## src/rtl/uart_rx_param.sv

```systemverilog
`timescale 1ns/1ps
// uart_rx_param
// Parametrised UART receiver with an internal oversampling tick generator.
// A frame is a start bit, DATA_BITS data bits (LSB first), an optional
// even/odd parity bit and STOP_BITS stop bits. Good frames update data and
// pulse valid for one cycle. Bad frames pulse parity_err or frame_err and
// leave data unchanged.
//
// Ports
//   clk_50mhz   system clock
//   reset       synchronous, active-high reset
//   rx          asynchronous serial input, idles high
//   data        last correctly received word
//   valid       one-cycle strobe on a good frame
//   parity_err  one-cycle strobe on a parity mismatch (no framing error)
//   frame_err   one-cycle strobe when any stop bit is sampled low
//   busy        low only while the receiver is idle
//   led         high while data matches MATCH_BYTE
module uart_rx_param #(
    parameter int         CLK_HZ     = 50000000,
    parameter int         BAUD       = 115200,
    parameter int         OVERSAMPLE = 16,
    parameter int         DATA_BITS  = 8,
    parameter int         PARITY     = 0,
    parameter int         STOP_BITS  = 1,
    parameter logic [7:0] MATCH_BYTE = 8'h32
) (
    input  logic                 clk_50mhz,
    input  logic                 reset,
    input  logic                 rx,
    output logic [DATA_BITS-1:0] data,
    output logic                 valid,
    output logic                 parity_err,
    output logic                 frame_err,
    output logic                 busy,
    output logic                 led
);

    localparam int DIV_RAW = CLK_HZ / (BAUD * OVERSAMPLE);
    localparam int DIV     = (DIV_RAW < 1) ? 1 : DIV_RAW;
    localparam int DIV_W   = (DIV > 1) ? $clog2(DIV) : 1;
    localparam int TICK_W  = $clog2(OVERSAMPLE);
    localparam int BIT_W   = $clog2(DATA_BITS);
    localparam int LOW_W   = (DATA_BITS < 8) ? DATA_BITS : 8;

    localparam logic [DIV_W-1:0]  DIV_LAST  = DIV_W'(DIV - 1);
    localparam logic [TICK_W-1:0] TICK_LAST = TICK_W'(OVERSAMPLE - 1);
    localparam logic [TICK_W-1:0] TICK_HALF = TICK_W'(OVERSAMPLE / 2 - 1);
    localparam logic [BIT_W-1:0]  DATA_LAST = BIT_W'(DATA_BITS - 1);
    localparam logic [BIT_W-1:0]  STOP_LAST = BIT_W'(STOP_BITS - 1);

    typedef enum logic [2:0] {
        S_IDLE,
        S_START,
        S_DATA,
        S_PARITY,
        S_STOP,
        S_WAIT_IDLE
    } state_t;

    state_t                state, state_next;
    logic                  rx_p0, rx_s;
    logic [DIV_W-1:0]      div_cnt;
    logic [TICK_W-1:0]     tick_cnt;
    logic [BIT_W-1:0]      bit_cnt;
    logic [DATA_BITS-1:0]  shreg;
    logic                  par_r;
    logic                  frm_r;
    logic                  done;
    logic                  tick;
    logic                  mid;
    logic [7:0]            data_low;

    // Parity bit the transmitter should have sent for this word.
    function automatic logic par_expected(input logic [DATA_BITS-1:0] d);
        par_expected = (PARITY == 2) ? ~(^d) : (^d);
    endfunction

    // ---- stage: input synchroniser ----
    always_ff @(posedge clk_50mhz) begin
        if (reset) begin
            rx_p0 <= 1'b1;
            rx_s  <= 1'b1;
        end else begin
            rx_p0 <= rx;
            rx_s  <= rx_p0;
        end
    end

    // ---- stage: oversampling tick ----
    // Held at zero while idle so the first tick after a start edge is a
    // full divider period later, keeping mid-bit sampling aligned.
    assign tick = (state != S_IDLE) && (div_cnt == DIV_LAST);
    assign mid  = tick && (tick_cnt == TICK_LAST);

    always_ff @(posedge clk_50mhz) begin
        if (reset || state == S_IDLE || tick) begin
            div_cnt <= '0;
        end else begin
            div_cnt <= div_cnt + 1'b1;
        end
    end

    // ---- stage: frame FSM next state ----
    always_comb begin
        state_next = state;
        case (state)
            S_IDLE: begin
                if (!rx_s) state_next = S_START;
            end
            S_START: begin
                if (tick && tick_cnt == TICK_HALF)
                    state_next = rx_s ? S_IDLE : S_DATA;
            end
            S_DATA: begin
                if (mid && bit_cnt == DATA_LAST)
                    state_next = (PARITY != 0) ? S_PARITY : S_STOP;
            end
            S_PARITY: begin
                if (mid) state_next = S_STOP;
            end
            S_STOP: begin
                // Completion runs the cycle after the final stop sample.
                if (done) state_next = frm_r ? S_WAIT_IDLE : S_IDLE;
            end
            S_WAIT_IDLE: begin
                if (rx_s) state_next = S_IDLE;
            end
            default: state_next = S_IDLE;
        endcase
    end

    // ---- stage: frame FSM state, counters and result registers ----
    always_ff @(posedge clk_50mhz) begin
        if (reset) begin
            state      <= S_IDLE;
            tick_cnt   <= '0;
            bit_cnt    <= '0;
            shreg      <= '0;
            par_r      <= 1'b0;
            frm_r      <= 1'b0;
            done       <= 1'b0;
            data       <= '0;
            valid      <= 1'b0;
            parity_err <= 1'b0;
            frame_err  <= 1'b0;
        end else begin
            state      <= state_next;
            valid      <= 1'b0;
            parity_err <= 1'b0;
            frame_err  <= 1'b0;
            case (state)
                S_IDLE: begin
                    tick_cnt <= '0;
                    bit_cnt  <= '0;
                    par_r    <= 1'b0;
                    frm_r    <= 1'b0;
                    done     <= 1'b0;
                end
                S_START: begin
                    if (tick)
                        tick_cnt <= (tick_cnt == TICK_HALF) ? '0 : tick_cnt + 1'b1;
                end
                S_DATA: begin
                    if (tick) tick_cnt <= mid ? '0 : tick_cnt + 1'b1;
                    if (mid) begin
                        shreg   <= {rx_s, shreg[DATA_BITS-1:1]};
                        bit_cnt <= (bit_cnt == DATA_LAST) ? '0 : bit_cnt + 1'b1;
                    end
                end
                S_PARITY: begin
                    if (tick) tick_cnt <= mid ? '0 : tick_cnt + 1'b1;
                    if (mid) par_r <= (rx_s != par_expected(shreg));
                end
                S_STOP: begin
                    if (done) begin
                        // Framing error takes priority over parity error.
                        if (frm_r) begin
                            frame_err <= 1'b1;
                        end else if (par_r) begin
                            parity_err <= 1'b1;
                        end else begin
                            valid <= 1'b1;
                            data  <= shreg;
                        end
                    end else begin
                        if (tick) tick_cnt <= mid ? '0 : tick_cnt + 1'b1;
                        if (mid) begin
                            if (!rx_s) frm_r <= 1'b1;
                            if (bit_cnt == STOP_LAST) done <= 1'b1;
                            else                      bit_cnt <= bit_cnt + 1'b1;
                        end
                    end
                end
                default: begin
                end
            endcase
        end
    end

    // ---- stage: status outputs ----
    assign busy     = (state != S_IDLE);
    assign data_low = 8'(data[LOW_W-1:0]);
    assign led      = (data_low == MATCH_BYTE);

endmodule

```

## config.mk

```make
export PLATFORM = sky130hd
export DESIGN_NAME = uart_rx_param
export DESIGN_NICKNAME = d
export VERILOG_FILES = /design/src/rtl/uart_rx_param.sv
export SDC_FILE = /design/constraint.sdc
export NUM_CORES = 1
export LEC_CHECK = 0
export ABC_AREA = 0
export ABC_CLOCK_PERIOD_IN_PS = 2360
export BUFFER_PORTS_ARGS = -buffer_cell sky130_fd_sc_hd__buf_4
export CORE_UTILIZATION = 55
export DETAILED_ROUTE_END_ITERATION = 16
export PLACE_DENSITY = 0.72
export SYNTH_ARGS = -nofsm -noshare
export SYNTH_HDL_FRONTEND = slang
export SYNTH_SLANG_ARGS = --single-unit
export TNS_END_PERCENT = 5
```

## constraint.sdc

```tcl
create_clock -name clk_50mhz -period 2.36 [get_ports clk_50mhz]
set_input_delay 0.118 -clock clk_50mhz [delete_from_list [all_inputs] [get_ports clk_50mhz]]
set_output_delay 0.118 -clock clk_50mhz [all_outputs]
set_load 0.005 [all_outputs]
```

# Word-level counts from Yosys, hierarchy flattened
# Index checks and enable logic that the tools add are counted.
[word_totals]
regBits = 39
latch_bits = 0
ramBits = 0
rom_bits = 0
input_bits = 3
out_inout_bits = 13
word_cells = 102
mem_count = 0
[op_classes]
addsub = 3
mul = 0
div_mod_pow = 0
order_cmp = 0
eq_ne = 23
shift = 0
mux = 34
bitwise_logic = 4
reduce_logical = 24
[op_table]
columns = ["operator", "count"]
rows = [
  ["$mux W3", 12],
  ["$ne A2 B2 Y1 const B", 12],
  ["$mux W4", 5],
  ["$pmux W3 S6", 1],
  ["$pmux W4 S4", 1],
  ["$mux W1", 10],
  ["$eq A3 B3 Y1 const B", 3],
  ["$pmux W3 S3", 1],
  ["$eq A8 B6 Y1 const B", 1],
  ["$reduce_and A4 Y1", 2],
  ["$reduce_xor A8 Y1", 1],
  ["$eq A3 B2 Y1 const B", 2],
  ["$logic_not A3 Y1", 2],
  ["$pmux W1 S2", 3],
  ["$reduce_and A6 Y1", 1],
  ["$reduce_bool A3 Y1", 2],
  ["$add A5 B1 Y5 const B", 1],
  ["$eq A5 B5 Y1 const B", 1],
  ["$reduce_and A5 Y1", 1],
  ["$add A4 B1 Y4 const B", 1],
  ["$eq A4 B3 Y1 const B", 1],
  ["$eq A4 B4 Y1 const B", 1],
  ["$logic_and A1 B1 Y1", 4],
  ["$not A1 Y1", 4],
  ["12 further kinds", 15],
]

# Longest topological paths before layout
# Gate-level depths: netlist (run 1).
[logic_depth]
depth_word = 7
depth_mapped = 7
ltp_nobuf = 7

# Least setup slack after synthesis (run 1)
# Ideal clock, no wire load.
[synth_timing]
kind = "reg2reg"
startpoint = "register div_cnt[0]"
endpoint = "register shreg[0]"
setup_ns = 0.128
arrival_time_ns = 1.611
required_time_ns = 2.232
path_slack_ns = 0.622
stages_incl_launch_ff = 8
path_buffers = 0
period_less_slack_ns = 1.738
path_cell_list = "dfxtp_1 -> inv_1 -> ha_1 -> nand4b_4 -> or2_1 -> nor3_4 -> mux2i_1 -> nor2_1"
[synth_between]
elab_chain_len = 4
[synth_rtl]
columns = ["item", "line", "rtl"]
rows = [
  ["start: declaration", "63", "logic [DIV_W-1:0] div_cnt;"],
  ["start signal: assignment", "100", "div_cnt <= div_cnt + 1'b1;"],
  ["$eq A5 B5 Y1", "93", "assign tick = (state != S_IDLE) && (div_cnt == DIV_LAST);"],
  ["$logic_and A1 B1 Y1", "93", ""],
  ["$logic_and A1 B1 Y1", "94", "assign mid = tick && (tick_cnt == TICK_LAST);"],
  ["$reduce_and A2 Y1 (no line)", "--", ""],
  ["end signal: assignment", "167", "shreg <= {rx_s, shreg[DATA_BITS-1:1]};"],
  ["end: declaration", "66", "logic [DATA_BITS-1:0] shreg;"],
]
# No other way between the ends.
# A chain may end at the register's enable or synchronous reset.

# Worst setup path after layout (run 1)
[layout_timing]
startpoint = "register div_cnt[0]"
endpoint = "register shreg[3]"
# Same word-level chain as after synthesis.

==> results by group, run 1 <==
Pwr
  • Peak VDD IR: 329.3 uV
  • Final Power: 1189 uW
  • PD cells: 575.5 nW/um2
  • LEAKAGE: 0.0008756 uW

Synth
  • Synthesized netlist cell count: 201
  • Syn Std Cell Area: 1864 um2
  • Post-synth EDFFs: 0
  • Synth unique cells: 46
  • Sequential area share after synthesis: 41.88%
  • Syn nets: 210
  • Yosys warnings: 0
  • Syn Area/Cell: 9.275 um2
  • Ys flop type: dfxtp_1
  • Async SR Flop Fraction: 0%
  • Post-synthesis sequential element count: 39

Drt
  • Post-route ant nets: 0
  • Drt pass-1 iters: 4
  • Post-DR vias/cell: 5.646
  • First DRT Iteration DRCs: 128
  • Final wirelength: 3630 um
  • Routed via count: 1485
  • Avg WL per Cell: 13.80 um
  • # DRC: 0

Place
  • Placed wire-length estimate: 2570 um
  • Dpl cells: 254
  • IO Port Bufs: 15
  • Setup Slack @ Placement: 0.2974 ns
  • Final Wtd Congestion: 0.8633

Timing
  • Max-slew violation count: 0
  • Worst Max-Slew Pin Slew: 0.5023 ns
  • Final setup TNS: 0 ns
  • Max Fclk: 0.5191 GHz
  • Clock Skews: 0.007689 ns
  • Final WS setup: 0.4337 ns
  • Final Hold Viols: 0
  • Final min period: 1.926 ns
  • RSZ-0062 raised after global routing: false
  • Final setup violation count: 0
  • Final period utilization: 81.62%
  • Slew headroom: 66.40%

Setup path
  • Worst endpoint required time: 2.59 ns
  • Crit path max fanout: 8
  • Critical path capture point type: flop
  • Setup CP Type: reg2reg
  • Crit path DAT: 2.16 ns
  • Crit start category: flop

Status
  • Status: completed

Clock tree
  • CTS Root Cell: clkbuf_4
  • CTS Buf Count: 5
  • Clock sinks: 39
  • H-tree lvl count: 2
  • Clock slew seen by the registers of the worst setup and hold paths: 0.11 ns
  • CTS max path bufs: 2
  • Clock Latency Late Sink: 0.35 ns
  • # Post-CTS Setup Buffers: 0
  • CTS tree: built

Final layout
  • N_diodes: 0
  • Commonest non-fill, non-tap cells in the layout: dfxtp_1 (38), nor2_1 (33), mux2i_1 (18)
  • Most common cell after layout, fill and taps aside: dfxtp_1
  • Finished Core Util: 66.04%
  • Final cell count without fillers: 263
  • Share of cells above drive strength 1: 14.16%
  • Area Growth Syn to Fin: 10.81%
  • Nets: 227
  • # fillers: 250

Floorplan
  • Core Area: 3128 um2
  • Initial Util: 59.60%
  • FP Rows: 20
  • Die height: 60.22 um
  • Ports: 16
  • Die area: 3626 um2
  • Width of the chip: 60.22 um

Job
  • MaxCap Viol Count: 0

Global route
  • First-pass GRT wire length: 6078 um
  • Vias in the first global route: 1378
  • Initial antenna violation count: 0
  • Largest net degree at the start of global routing: 35
  • Total track usage: 22.66%
  • Overflow after GRT: 0

Hold path
  • HP Class: in2reg
[final cells by class]
cell class | count | area [um2] | share of cell area, %
multi-input combinational | 146 | 1011 | 48.94
sequential | 39 | 782.0 | 37.86
timing repair buffer | 18 | 137.6 | 6.663
tap | 44 | 55.05 | 2.665
clock buffer | 7 | 45.04 | 2.180
inverter | 8 | 30.03 | 1.454
clock inverter | 1 | 5.005 | 0.2423
[critical path, cell delays in order (launching register included)]
cell	delay [ns]
dfxtp_1	0.35
inv_1	0.06
ha_1	0.18
nand4b_4	0.17
or2_1	0.33
nor3_4	0.42
mux2i_1	0.26
nor2_1	0.06
[flip-flops by register name (all words and copies together), names as in the netlist]
signal	cells
parity_err	1
frm_r	1
valid	1
bit_cnt	3
div_cnt	5
shreg	8
state	3
done	1
rx_p0	1
par_r	1
data	8
tick_cnt	4
rx_s	1
frame_err	1
[cells in the mapped netlist (2+ instances only)]
master / number / area share (%)
a211o_1: 2 / 0.94
a21oi_1: 8 / 2.1
a22oi_1: 2 / 0.81
clkbuf_1: 5 / 1.0
dfxtp_1: 39 / 42
ha_1: 6 / 4.0
inv_1: 8 / 1.6
mux2i_1: 18 / 9.7
nand2_1: 8 / 1.6
nand2b_1: 3 / 1.0
nand3_1: 7 / 1.9
nor2_1: 33 / 6.6
nor2b_1: 4 / 1.3
nor3_1: 6 / 1.6
nor3_4: 2 / 1.7
nor3b_1: 2 / 0.81
o211ai_1: 2 / 0.81
o21ai_0: 9 / 2.4
or2_2: 2 / 0.67
xnor2_1: 7 / 3.3
xor2_1: 3 / 1.4
[timing repair]
action | in CTS | in global routing
gates resized for setup | 0 | 1
hold endpoints to repair | 1 | 0
setup endpoints to repair | 0 | 1
hold buffers | 1 | 0
[through the flow]
stage / cell area (um2) / hold slack [ns]
after floorplan: 1864 / 0.2218
after global placement: 2004 / 0.3063
after detailed placement: 2004 / 0.3069
after CTS: 2064 / 0.1347
after global routing: 2066 / 0.1509
final: 2066 / 0.1533
[path summary, 6_finish.rpt]
path / cells after the start / to / from / slack (ns)
hold / removal: 2 / shreg[0]$_SDFFE_PP0P_ / reset / 0.15
hold reg to reg: 1 / rx_s$_SDFF_PP1_ / rx_p0$_SDFF_PP1_ / 0.42
setup / recovery: 7 / shreg[3]$_SDFFE_PP0P_ / div_cnt[0]$_SDFF_PP0_ / 0.43
setup reg to reg: 7 / shreg[3]$_SDFFE_PP0P_ / div_cnt[0]$_SDFF_PP0_ / 0.43
[routing by layer]
layer / part of all wire (%) / vias to the layer above / global-route usage, %
met1: 45 / 710 / 26.48
li1: - / 735 / -
met4: 2.0 / 0 / 10.63
met3: 3.4 / 9 / 6.277
met2: 50 / 31 / 37.99
met5: 0 / - / 0
[kinds of logic (layout without fill, tap and decap cells)]
| group | count (synthesis) | count (layout) | synth area share [%] |
|---|---|---|---|
| xor gates and xnor gates | 11 | 11 | 5.906 |
| and+or+nand+nor | 79 | 79 | 23.62 |
| buffers and inverters | 16 | 34 | 3.893 |
| DFF | 39 | 39 | 41.88 |
| muxes | 18 | 18 | 9.664 |
| AOI/OAI and AO/OA | 32 | 32 | 11.01 |
| adders and majority gates | 6 | 6 | 4.027 |
[report_power, final]
group	switching (uW)	internal (uW)
registers	31.3	672
logic	89.6	68.7
clock network	212	116
(Power assumes the default switching activity.)
==> inputs of run 2 (changes only) <==
ABC_CLOCK_PERIOD_IN_PS = 1700   (was 2360)
CORE_UTILIZATION = 52   (was 55)
clock period = 1.7 ns   (was 2.36 ns; I/O delays follow)
==> run 2 against run 1 <==
Critical path type unchanged. Clock skew grew 0.0068 ns. Non-clock buffer count grew 11. Die area grew 5.6%. Register-to-register slack lost 0.37 ns. Sequential cell count is the same.
==> results by group, run 2 (synthesis gave the netlist of run 1 again) <==
Status
  • Status: completed

Place
  • IO Port Bufs: 15
  • Final Wtd Congestion: 0.8471
  • Placed wire-length estimate: 2645 um
  • Setup Slack @ Placement: -0.002775 ns
  • Dpl cells: 267

Setup path
  • Worst endpoint required time: 1.93 ns
  • Crit start category: flop
  • Cells along the critical path: ha_4 > nand4b_4 > or2_4 > nor3_4 > buf_12 > mux2i_1 > nor2_1
  • Critical path capture point type: flop
  • Setup CP Type: reg2reg
  • Crit path max fanout: 8
  • Crit path max-delay family: simple AND/OR/NAND/NOR gates
  • Buf+Inv Stages, Crit Path: 1
  • CP peak stage delay: 0.38 ns
  • CP max stage cell: dfxtp_4
  • Crit path DAT: 1.87 ns

Job
  • MaxCap Viol Count: 0

Timing
  • Max-slew violation count: 0
  • Final setup violation count: 0
  • Slew headroom: 76.23%
  • RSZ-0062 raised after global routing: true
  • WHS: 0.1259 ns
  • Clock Skews: 0.01447 ns
  • Worst Max-Slew Pin Slew: 0.3566 ns
  • Final Hold Viols: 0
  • Final WS setup: 0.05883 ns
  • Final min period: 1.641 ns
  • Final period utilization: 96.54%
  • Max Fclk: 0.6093 GHz

Clock tree
  • CTS tree: built
  • CTS max path bufs: 2
  • Clock slew seen by the registers of the worst setup and hold paths: 0.12 ns
  • H-tree lvl count: 2
  • Clock Latency Late Sink: 0.35 ns
  • CTS Buf Count: 5
  • Clock sinks: 39
  • CTS Root Cell: clkbuf_4
  • # Post-CTS Setup Buffers: 0

Global route
  • Vias in the first global route: 1312
  • Busiest grt layer: met2
  • Met2 Resource Use GR: 35.79%
  • Initial antenna violation count: 0
  • Met3 Track Usage GR: 6.004%
  • First-pass GRT wire length: 5796 um
  • Overflow after GRT: 0
  • Largest net degree at the start of global routing: 35
  • M1 GR Usage: 25.23%
  • Total track usage: 21.08%

Floorplan
  • Width of the chip: 61.88 um
  • Die area: 3829 um2
  • FP Rows: 21
  • Ports: 16
  • Die height: 61.88 um
  • Initial Util: 55.00%
  • Core Area: 3390 um2

Drt
  • # DRC: 0
  • First DRT Iteration DRCs: 74
  • Avg WL per Cell: 13.79 um
  • Post-DR vias/cell: 5.527
  • Routed via count: 1520
  • Post-route ant nets: 0
  • Final wirelength: 3791 um
  • Drt pass-1 iters: 5

Final layout
  • Area Growth Syn to Fin: 19.80%
  • Final cell count without fillers: 275
  • Top Registers: data (8), shreg (8), div_cnt (5)
  • Commonest non-fill, non-tap cells in the layout: nor2_1 (33), dfxtp_1 (33), buf_4 (27)
  • N_diodes: 0
  • Nets: 238
  • Share of cells above drive strength 1: 24.45%

Pwr
  • Internal power: 1385 uW
  • LEAKAGE: 0.0009515 uW
  • Peak VDD IR: 465.9 uV
  • Sw Pwr: 488.1 uW
  • PD cells: 838.6 nW/um2
  • Sequential share of power: 51.0%
  • Comb power frac: 16.8%
  • Sw frac: 26.06%
  • Clock power frac: 32.2%

Hold path
  • HP Class: in2reg
run 2: cell types whose count changed in the layout (fill, tap and decap cells not counted), moves of 2 or more:
cell     change
dfxtp_1      -5
a21oi_1      -2
buf_4       +10
dfxtp_2      +4
ha_1         -2
a21oi_2      +2
run 2: cell type report:
type	count	area [um2]
Inverter	8	30.03
Sequential cell	39	790.8
Timing Repair Buffer	29	232.7
Tap cell	46	57.56
Fill cell	275	1156
Multi-Input combinational cell	146	1051
Clock buffer	6	41.29
Clock inverter	1	30.03
run 2: metal layers:
layer	wire [um]	vias to the layer above
li1	-	755
met1	1687	726
met2	1895	35
met3	168	4
met4	39	0
met5	0	-
run 2: worst reg2reg max path, cell delays in order (launching register included):
cell      delay (ns)
dfxtp_4         0.38
ha_4            0.14
nand4b_4        0.17
or2_4           0.30
nor3_4          0.15
buf_12          0.16
mux2i_1         0.19
nor2_1          0.05
run 2: worst paths after layout:
path / start / endpoint / slack (ns) / cells past startpoint
setup reg to reg: div_cnt[1]$_SDFF_PP0_ / shreg[0]$_SDFFE_PP0P_ / 0.06 / 7
hold reg to reg: rx_p0$_SDFF_PP1_ / rx_s$_SDFF_PP1_ / 0.42 / 1
setup / recovery: div_cnt[1]$_SDFF_PP0_ / shreg[0]$_SDFFE_PP0P_ / 0.06 / 7
hold / removal: reset / shreg[5]$_SDFFE_PP0P_ / 0.13 / 2
run 2: per-stage QoR:
step           setup TNS, ns  total power [uW]  cell area (um2)  util (%)
3_3_place_gp               0              1253             2122     62.61
2_1_floorplan        -0.1109              1165             1884         -
5_1_grt              -0.3870              1953             2233     65.89
3_5_place_dp       -0.002775              1266             2122     62.61
6_report                   0              1873             2233     65.89
4_1_cts                    0              1873             2213     65.30
run 2: timing repair:
item | 4_1_cts | 5_1_grt
resized for setup | 5 | 6
pin swaps | 1 | 3
hold endpoints to repair | 1 | 0
hold buffers | 1 | 0
setup endpoints to repair | 10 | 14
run 2: power groups by stage:
stage | clock (uW) | combinational [uW] | sequential [uW]
after floorplan | 0 | 202 | 963
after global placement | 0 | 281 | 972
after detailed placement | 0 | 292 | 973
after CTS | 620 | 299 | 954
after global routing | 651 | 344 | 958
final | 603 | 315 | 954
==> inputs of run 3 (changes only) <==
ABC_CLOCK_PERIOD_IN_PS = not set   (was 1700)
CORE_UTILIZATION = 55   (was 52)
clock period = 1.6 ns   (was 1.7 ns; I/O delays follow)
==> run 3 against run 2 <==
The run now ends with negative setup slack left. Clock skew is 0.0046 ns lower. Critical path depth down 1. Non-clock buffer count is 13 higher. Fmax decreased by 6.2%. Sequential share of layout area shrank 2.4 points. Sequential cell count stayed put. First-iteration DRC count rose by 120%. Hold slack got worse by 0.013 ns. Power grew 19%. Register-to-register slack worse by 0.21 ns. Global-route usage grew 4.5 points. Highest routed layer unchanged.
==> results by group, run 3 (synthesis gave the netlist of run 1 again) <==
Clock tree
  • CTS max path bufs: 2
  • Clock sinks: 39
  • CTS Buf Count: 5
  • CTS tree: built
  • Clock slew seen by the registers of the worst setup and hold paths: 0.11 ns
  • Clock Latency Late Sink: 0.35 ns
  • CTS Root Cell: clkbuf_4
  • H-tree lvl count: 2

Pwr
  • Final Power: 2223 uW
  • LEAKAGE: 0.001034 uW
  • PD cells: 929.6 nW/um2
  • Peak VDD IR: 868.2 uV

Timing
  • Clock Skews: 0.009860 ns
  • RSZ-0062 raised after global routing: true
  • Max Fclk: 0.5718 GHz
  • Max-slew violation count: 0
  • Final Hold Viols: 0
  • Final period utilization: 109.3%
  • Worst Max-Slew Pin Slew: 0.3859 ns
  • Final min period: 1.749 ns
  • Final setup violation count: 12
  • Final WS setup: -0.1490 ns
  • Final setup TNS: -0.9967 ns
  • Slew headroom: 74.00%

Final layout
  • # fillers: 230
  • Final cell count without fillers: 287
  • Share of cells above drive strength 1: 30.04%
  • Most common cell after layout, fill and taps aside: buf_4
  • Area Growth Syn to Fin: 28.25%
  • Commonest non-fill, non-tap cells in the layout: buf_4 (37), dfxtp_1 (33), nor2_1 (32)
  • Nets: 251
  • N_diodes: 0
  • Top Registers: data (8), shreg (8), div_cnt (5)
  • Layout Cell Area excl Fill: 2391 um2

Drt
  • DR top layer: met4
  • WL met2: 1923 um
  • Met3 wire len: 189 um
  • Post-DR vias/cell: 5.568
  • M1 wire length: 1950 um
  • Routed via count: 1598
  • First DRT Iteration DRCs: 165
  • Post-route ant nets: 0
  • Avg WL per Cell: 14.31 um
  • Final wirelength: 4107 um
  • Drt pass-1 iters: 4
  • # DRC: 0

Floorplan
  • FP Rows: 20
  • Ports: 16
  • Die height: 60.22 um
  • Initial Util: 59.60%
  • Die area: 3626 um2
  • Width of the chip: 60.22 um
  • Core Area: 3128 um2

Setup path
  • Crit path DAT: 2.03 ns
  • Worst endpoint required time: 1.88 ns
  • Reg2reg start: state[1]$_SDFFE_PP0P_
  • Worst r2r path cells: 6
  • Critical path capture point type: flop
  • Crit start category: flop
  • Crit path max fanout: 7
  • Setup CP Type: reg2reg
  • Worst setup path startpoint: state[1]$_SDFFE_PP0P_

Place
  • Dpl cells: 275
  • Final Wtd Congestion: 0.8224
  • Placed Area: 2195 um2
  • Placed wire-length estimate: 2872 um
  • IO Port Bufs: 15

Job
  • MaxCap Viol Count: 0

Global route
  • Vias in the first global route: 1470
  • Total track usage: 25.56%
  • First-pass GRT wire length: 6699 um
  • Initial antenna violation count: 0
  • Largest net degree at the start of global routing: 35
  • Overflow after GRT: 0

Status
  • Failing checks: negative setup slack
  • Status: finished with violations

Hold path
  • HP Class: in2reg
  • Hold path startpoint: reset
  • Hold Path Stages: 2
## run 3: cell types whose count changed in the layout (fill, tap and decap cells not counted), moves of 2 or more
cell     before  now
buf_6         0    3
o21ai_1       0    2
buf_4        27   37
o21ai_0       9    7
## run 3: layout make-up
type | instances | area, um2 | area share, %
timing repair buffer | 42 | 341.6 | 14.29
inverter | 8 | 30.03 | 1.256
clock inverter | 2 | 60.06 | 2.512
clock buffer | 6 | 41.29 | 1.727
tap | 44 | 55.05 | 2.302
sequential | 39 | 788.3 | 32.97
multi-input combinational | 146 | 1075 | 44.95
## run 3: path summary, 6_finish.rpt
kind                                   end  slack, ns
setup / recovery  tick_cnt[0]$_SDFFE_PP0P_      -0.15
hold / removal       shreg[4]$_SDFFE_PP0P_       0.11
setup reg to reg  tick_cnt[0]$_SDFFE_PP0P_      -0.15
hold reg to reg            rx_s$_SDFF_PP1_       0.45
## run 3: power breakdown
| part | leakage (uW) | switching, uW | internal, uW | total, uW |
|---|---|---|---|---|
| Clock | 0.0000525 | 319 | 488 | 807 |
| Sequential | 0.000318 | 12.6 | 991 | 1000 |
| Combinational | 0.000664 | 216 | 196 | 412 |
## run 3: repair_timing
item | in CTS | in global routing
gates resized for setup | 11 | 9
hold endpoints to repair | 1 | 0
hold buffers | 1 | 0
buffers inserted | 3 | 0
pin swaps | 8 | 6
setup endpoints to repair | 14 | 19
## run 3: worst max-delay path: stages, from the launching register on
cell	delay (ns)
dfxtp_2	0.38
nor3b_2	0.21
o21ai_0	0.19
a21boi_2	0.23
buf_4	0.16
or3_4	0.37
a21oi_2	0.15
## run 3: per-layer routing
metal  vias up  global-route usage, %
met5         -                      0
met4         0                  13.29
met3         6                  4.762
met2        41                  38.30
met1       764                  34.62
li1        787                      -
## run 3: per-stage QoR
step	hold WS [ns]	setup WS, ns	util, %
after floorplan	0.1838	-0.1139	-
after global placement	0.2688	-0.09000	70.16
after detailed placement	0.2679	-0.1752	70.16
after CTS	0.1013	-0.1133	75.24
after global routing	0.1144	-0.2147	76.44
final	0.1129	-0.1490	76.44
